`src/rtl/csr_unit_if.sv`:
```
// Bundle of the CSR unit's request, CSR-file, register-file and status signals.
// The master side is decode plus the CSR file; the slave side is csr_unit.
interface csr_unit_if;
  logic        req_valid;
  logic        req_ready;
  logic [2:0]  funct3;
  logic [11:0] csr_addr;
  logic [4:0]  rs1_idx;
  logic [31:0] rs1_data;
  logic [4:0]  rd_idx;
  logic        flush;

  logic [11:0] csr_raddr;
  logic [31:0] csr_rdata_i;
  logic        csr_we;
  logic [11:0] csr_waddr;
  logic [31:0] csr_wdata;

  logic        rd_we;
  logic [4:0]  rd_waddr;
  logic [31:0] rd_wdata;

  logic        done;
  logic        illegal;

  modport master (
    output req_valid, funct3, csr_addr, rs1_idx, rs1_data, rd_idx, flush,
           csr_rdata_i,
    input  req_ready, csr_raddr, csr_we, csr_waddr, csr_wdata,
           rd_we, rd_waddr, rd_wdata, done, illegal
  );

  modport slave (
    input  req_valid, funct3, csr_addr, rs1_idx, rs1_data, rd_idx, flush,
           csr_rdata_i,
    output req_ready, csr_raddr, csr_we, csr_waddr, csr_wdata,
           rd_we, rd_waddr, rd_wdata, done, illegal
  );
endinterface

```
`src/rtl/csr_unit.sv`:
```
// Zicsr instruction executor: IDLE accepts, READ samples the CSR file and
// computes the new value, WRITE commits both register-file ports and pulses done.
module csr_unit (
  input  logic       clk,
  input  logic       rst,
  csr_unit_if.slave  bus
);

  typedef enum logic [1:0] {
    IDLE  = 2'd0,
    READ  = 2'd1,
    WRITE = 2'd2
  } state_t;

  state_t      state;
  state_t      state_nxt;

  logic [2:0]  f3_q;
  logic [11:0] addr_q;
  logic [4:0]  rs1_q;
  logic [31:0] rs1_data_q;
  logic [4:0]  rd_q;
  logic [31:0] old_q;
  logic [31:0] new_q;

  logic        accept;
  logic [31:0] src;
  logic [31:0] new_val;
  logic        wr_intent;
  logic        bad_op;
  logic        is_illegal;

  assign accept = bus.req_valid && (state == IDLE) && !bus.flush;

  // Immediate forms carry the zero-extended zimm in the rs1 field.
  assign src = f3_q[2] ? {27'b0, rs1_q} : rs1_data_q;

  always_comb begin
    new_val = '0;
    unique case (f3_q[1:0])
      2'b01:   new_val = src;
      2'b10:   new_val = bus.csr_rdata_i | src;
      2'b11:   new_val = bus.csr_rdata_i & ~src;
      default: new_val = '0;
    endcase
  end

  // Set/clear forms with rs1/zimm == 0 are pure reads and must not trip the
  // read-only address check.
  assign wr_intent  = (f3_q[1:0] == 2'b01) || (rs1_q != 5'd0);
  assign bad_op     = (f3_q[1:0] == 2'b00);
  assign is_illegal = bad_op || ((addr_q[11:10] == 2'b11) && wr_intent);

  always_ff @(posedge clk or negedge rst) begin
    if (!rst) begin
      state <= IDLE;
    end else begin
      state <= state_nxt;
    end
  end

  always_ff @(posedge clk or negedge rst) begin
    if (!rst) begin
      f3_q       <= '0;
      addr_q     <= '0;
      rs1_q      <= '0;
      rs1_data_q <= '0;
      rd_q       <= '0;
      old_q      <= '0;
      new_q      <= '0;
    end else begin
      if (accept) begin
        f3_q       <= bus.funct3;
        addr_q     <= bus.csr_addr;
        rs1_q      <= bus.rs1_idx;
        rs1_data_q <= bus.rs1_data;
        rd_q       <= bus.rd_idx;
      end
      if (state == READ) begin
        old_q <= bus.csr_rdata_i;
        new_q <= new_val;
      end
    end
  end

  always_comb begin
    state_nxt     = state;
    bus.req_ready = 1'b0;
    bus.csr_we    = 1'b0;
    bus.rd_we     = 1'b0;
    bus.done      = 1'b0;
    bus.illegal   = 1'b0;
    unique case (state)
      IDLE: begin
        bus.req_ready = 1'b1;
        if (accept) state_nxt = READ;
      end
      READ: begin
        state_nxt = bus.flush ? IDLE : WRITE;
      end
      WRITE: begin
        bus.done    = 1'b1;
        bus.illegal = is_illegal;
        bus.csr_we  = !is_illegal && wr_intent;
        bus.rd_we   = !is_illegal && (rd_q != 5'd0);
        state_nxt   = IDLE;
      end
      default: state_nxt = IDLE;
    endcase
  end

  assign bus.csr_raddr = addr_q;
  assign bus.csr_waddr = addr_q;
  assign bus.csr_wdata = new_q;
  assign bus.rd_waddr  = rd_q;
  assign bus.rd_wdata  = old_q;

endmodule

```
`src/flat_wrapper.sv`:
```
// flat-port wrapper written by rule: the top's interface ports become plain ports
module csr_unit_flat 
  (clk, rst, bus_req_valid, bus_funct3, bus_csr_addr, bus_rs1_idx, bus_rs1_data, bus_rd_idx, bus_flush, bus_csr_rdata_i, bus_req_ready, bus_csr_raddr, bus_csr_we, bus_csr_waddr, bus_csr_wdata, bus_rd_we, bus_rd_waddr, bus_rd_wdata, bus_done, bus_illegal);
  csr_unit_if bus_i ();
  input  logic clk;
  input  logic rst;
  input wire logic [$bits(bus_i.req_valid)-1:0] bus_req_valid;
  input wire logic [$bits(bus_i.funct3)-1:0] bus_funct3;
  input wire logic [$bits(bus_i.csr_addr)-1:0] bus_csr_addr;
  input wire logic [$bits(bus_i.rs1_idx)-1:0] bus_rs1_idx;
  input wire logic [$bits(bus_i.rs1_data)-1:0] bus_rs1_data;
  input wire logic [$bits(bus_i.rd_idx)-1:0] bus_rd_idx;
  input wire logic [$bits(bus_i.flush)-1:0] bus_flush;
  input wire logic [$bits(bus_i.csr_rdata_i)-1:0] bus_csr_rdata_i;
  output wire logic [$bits(bus_i.req_ready)-1:0] bus_req_ready;
  output wire logic [$bits(bus_i.csr_raddr)-1:0] bus_csr_raddr;
  output wire logic [$bits(bus_i.csr_we)-1:0] bus_csr_we;
  output wire logic [$bits(bus_i.csr_waddr)-1:0] bus_csr_waddr;
  output wire logic [$bits(bus_i.csr_wdata)-1:0] bus_csr_wdata;
  output wire logic [$bits(bus_i.rd_we)-1:0] bus_rd_we;
  output wire logic [$bits(bus_i.rd_waddr)-1:0] bus_rd_waddr;
  output wire logic [$bits(bus_i.rd_wdata)-1:0] bus_rd_wdata;
  output wire logic [$bits(bus_i.done)-1:0] bus_done;
  output wire logic [$bits(bus_i.illegal)-1:0] bus_illegal;
  assign bus_i.req_valid = bus_req_valid;
  assign bus_i.funct3 = bus_funct3;
  assign bus_i.csr_addr = bus_csr_addr;
  assign bus_i.rs1_idx = bus_rs1_idx;
  assign bus_i.rs1_data = bus_rs1_data;
  assign bus_i.rd_idx = bus_rd_idx;
  assign bus_i.flush = bus_flush;
  assign bus_i.csr_rdata_i = bus_csr_rdata_i;
  assign bus_req_ready = bus_i.req_ready;
  assign bus_csr_raddr = bus_i.csr_raddr;
  assign bus_csr_we = bus_i.csr_we;
  assign bus_csr_waddr = bus_i.csr_waddr;
  assign bus_csr_wdata = bus_i.csr_wdata;
  assign bus_rd_we = bus_i.rd_we;
  assign bus_rd_waddr = bus_i.rd_waddr;
  assign bus_rd_wdata = bus_i.rd_wdata;
  assign bus_done = bus_i.done;
  assign bus_illegal = bus_i.illegal;
  csr_unit u_core (.clk(clk), .rst(rst), .bus(bus_i));
endmodule
```
`config.mk`:
```
export PLATFORM = sky130hd
export DESIGN_NAME = csr_unit_flat
export DESIGN_NICKNAME = d
export VERILOG_FILES = /design/src/rtl/csr_unit_if.sv /design/src/rtl/csr_unit.sv /design/src/flat_wrapper.sv
export SDC_FILE = /design/constraint.sdc
export NUM_CORES = 1
export LEC_CHECK = 0
export BUFFER_PORTS_ARGS = -buffer_cell sky130_fd_sc_hd__buf_2
export CAP_MARGIN = 20
export CORE_ASPECT_RATIO = 1.75
export CORE_MARGIN = 2
export CORE_UTILIZATION = 40
export CTS_CLUSTER_SIZE = 10
export DETAILED_ROUTE_END_ITERATION = 7
export PLACE_DENSITY_LB_ADDON = 0.15
export RECOVER_POWER = 100
export SLEW_MARGIN = 20
export SYNTH_ARGS = -nofsm -noshare
export SYNTH_HDL_FRONTEND = slang
export SYNTH_SLANG_ARGS = --single-unit
export TNS_END_PERCENT = 100
```
`constraint.sdc`:
```
create_clock -name clk -period 2.3 [get_ports clk]
set_input_delay 0.345 -clock clk [delete_from_list [all_inputs] [get_ports clk]]
set_output_delay 0.345 -clock clk [all_outputs]
set_load 0.01 [all_outputs]
```
==> flow_summary.yaml <==
grt:
  track_usage_pct: 21.2
  grt_max_degree: 60
  grt_first_pass_wirelength_um: 24700
  first_global_vias: 4851
  antenna_found_initial: 0
  gr-total-overflow: 0
run_status:
  run_status: "finished with violations"
  violations: "setup timing"
timing:
  rsz0062_at_grt: "yes"
  worst_pin_slew_ns: 1.28
  setup_viol: 2
  report.final.slew_viol_count: 0
  clock.fmax_mhz: 423
  slew_headroom_pct: 14.7
  period_needed_ns: 2.36
  fin_skew_ns: 0.00920
  setup_ws_ns: -0.0644
  hold_viol_final: 0
  min_period_over_period_pct: 103
yosys:
  ys_seq_area_share_pct: 55.6
  synth-compound-area-share_pct: 10.3
  syn_area_um2: 5540
  synth_top_family_by_area: "simple AND/OR/NAND/NOR gates"
  synth.mux.area_fraction_pct: 12.3
  synth_xor_area_share_pct: 0
  ys_types: 31
  synthCells: 507
  syn_area_per_cell_um2: 10.9
  synth_simple_gate_area_share_pct: 17.0
  synth_fa_ha_area_share_pct: 0
  syn_nets: 600
  yosysWarnings: 0
  synth_seq_cells: 123
floorplan:
  die_y_um: 160
  start_util_pct: 41.2
  dieWidth_um: 93.0
  die_area_um2: 14800
  design.core.area_um2: 13500
  num_rows: 56
  ios: 191
min_path:
  holdPathStages: 2
  hp-start: "bus_flush"
  hold_path.class: "input pin to flop"
critical_path:
  path_class: "flop to primary output"
  cp_cell_sequence: "or4_4, o311a_1, nor3_2, buf_2"
  cp-end-kind: "primary output"
  crit_required_ns: 1.96
  crit_slowest_cell: "or4_4"
  cp_slowest_stage_delay_ns: 0.57
  cp-start-kind: "flop"
  cp.arrival_ns: 2.02
  worstPathMaxFanout: 2
  reg2reg_depth: 4
  reg2reg_from: "u_core.state[1]"
  setup.worst_path.start: "u_core.rs1_q[4]"
flow_run:
  drv_cap: 0
final_layout:
  nNetsFinal: 778
  fin_cells: 872
  fill_cells: 1305
  diodes: 0
  final_common_cell: "dfrtp_1"
  synthToLayoutAreaGrowth_pct: 28.6
  layout-drive-gt1-share_pct: 28.2
  final_cell_mix: "122 x dfrtp_1, 104 x nand2_1, 96 x clkbuf_1"
  post-route-util_pct: 53.0
detailed_routing:
  drc: 0
  drt_iter0_drc: 183
  wl_per_cell_um: 17.5
  dr_total_vias: 4603
  wirelength_um: 15300
  dr.pass1.iters: 5
  ant_nets: 0
  vias_per_cell: 5.28
clock_tree:
  root_buffer: "clkbuf_16"
  cts_inserted_buffers: 17
  clk_latency_ns: 0.41
  clkSlewWorstSetupHoldPaths_ns: 0.06
  h-tree-depth: 4
  cts_tree: "built"
  cts_sinks: 123
  cts_buffer_depth: 2
place:
  io_buffers: 190
  dpl.hpwl_um: 10300
  dp_cells: 837
  gp_congestion: 0.723
power_and_ir_drop:
  ir_worst_vdd_uv: 629
  power_leakage_nw: 3.22
  p_per_area_nw_per_um2: 1070
-- cells by family after synthesis --
group,count (synthesis)
simple gates,184
flops,123
compound gates,90
mux,61
buf+inv,49
-- repair_timing --
| item | in CTS | in global routing |
|---|---|---|
| gates resized for setup | 1 | 1 |
| hold buffers | 1 | 0 |
| setup endpoints to repair | 2 | 3 |
| buffers inserted | 2 | 0 |
| hold endpoints to repair | 38 | 0 |
-- synthesized netlist by cell type (all sizes together) --
library cell	n	area (um2)
a211oi	1	7.51
a21oi	27	135
a32oi	26	228
and4bb	1	12.5
buf	35	216
clkbuf	13	48.8
dfrtp	123	3080
inv	1	3.75
mux2	56	631
mux2i	5	50.1
nand2	104	390
nand2b	28	175
nand3	6	30.0
nand4	5	31.3
nor2	4	15.0
nor2b	3	18.8
nor3	2	15.0
nor3b	27	203
nor4b	1	23.8
nor4bb	1	10.0
o211ai	1	7.51
o21a	1	7.51
o21ai	28	140
o21bai	5	37.5
o311a	1	10.0
or4	2	15.0
-- critical path, delay by kind of cell, from the launching register on --
| family | cells | cell delay (ns) |
|---|---|---|
| and+or+nand+nor | 2 | 0.74 |
| buffers and inverters | 1 | 0.15 |
| AOI/OAI and AO/OA | 1 | 0.33 |
| DFF | 1 | 0.38 |
-- sequential cells by signal, indices dropped and copies added (netlist names) --
register / flops
u_core.bus.csr_wdata: 32
u_core.bus.rd_wdata: 32
u_core.rs1_data_q: 32
u_core.bus.csr_raddr: 12
u_core.bus.rd_waddr: 5
u_core.rs1_q: 5
u_core.f3_q: 3
u_core.state: 2
-- power by group --
| group | internal, mW | switching [mW] |
|---|---|---|
| sequential | 2.66 | 0.391 |
| clock | 1.91 | 1.02 |
| combinational | 0.716 | 0.910 |
-- area by class of cell --
| type | instances | area, um2 | area share (%) |
|---|---|---|---|
| clock inverters | 12 | 185 | 2.60 |
| clock buffers | 20 | 467 | 6.55 |
| well taps | 174 | 218 | 3.06 |
| repair buffers | 207 | 983 | 13.8 |
| multi-input cells | 335 | 2190 | 30.7 |
| flip-flops and latches | 123 | 3080 | 43.2 |
| inverters | 1 | 3.75 | 0.0527 |
-- final timing paths --
| check | slack [ns] | to |
|---|---|---|
| max | -0.06 | bus_rd_we |
| min reg2reg | 0.47 | u_core.bus.rd_wdata[20] |
| min | 0.11 | u_core.state[1] |
| max reg2reg | 0.18 | u_core.bus.csr_wdata[13] |
| max in group asynchronous | 0.33 | u_core.f3_q[2] |
| min in group asynchronous | 0.65 | u_core.bus.rd_wdata[13] |
-- layer usage --
layer / wire, um / vias up / GRT usage, % / share of wire (%)
met5: 0 / - / 0 / 0
met4: 221 / 0 / 6.48 / 1.4
met3: 823 / 20 / 4.62 / 5.4
met2: 8190 / 180 / 38.4 / 54
met1: 6020 / 2286 / 24.6 / 39
li1: - / 2117 / - / -
-- stage by stage --
step | hold WS [ns] | total power [mW] | worst slack, ns | instance area, um2 | setup TNS (ns)
3_5_place_dp | 0.378 | 4.83 | 0.276 | 6630 | 0
2_1_floorplan | 0.0494 | 4.05 | 0.503 | 5540 | 0
4_1_cts | 0.129 | 7.80 | -0.0856 | 7310 | -0.162
3_3_place_gp | 0.374 | 4.76 | 0.299 | 6630 | 0
5_1_grt | 0.112 | 8.01 | -0.120 | 7130 | -0.493
6_report | 0.113 | 7.61 | -0.0644 | 7130 | -0.117
Note: power is estimated with default switching activity, not from simulation.
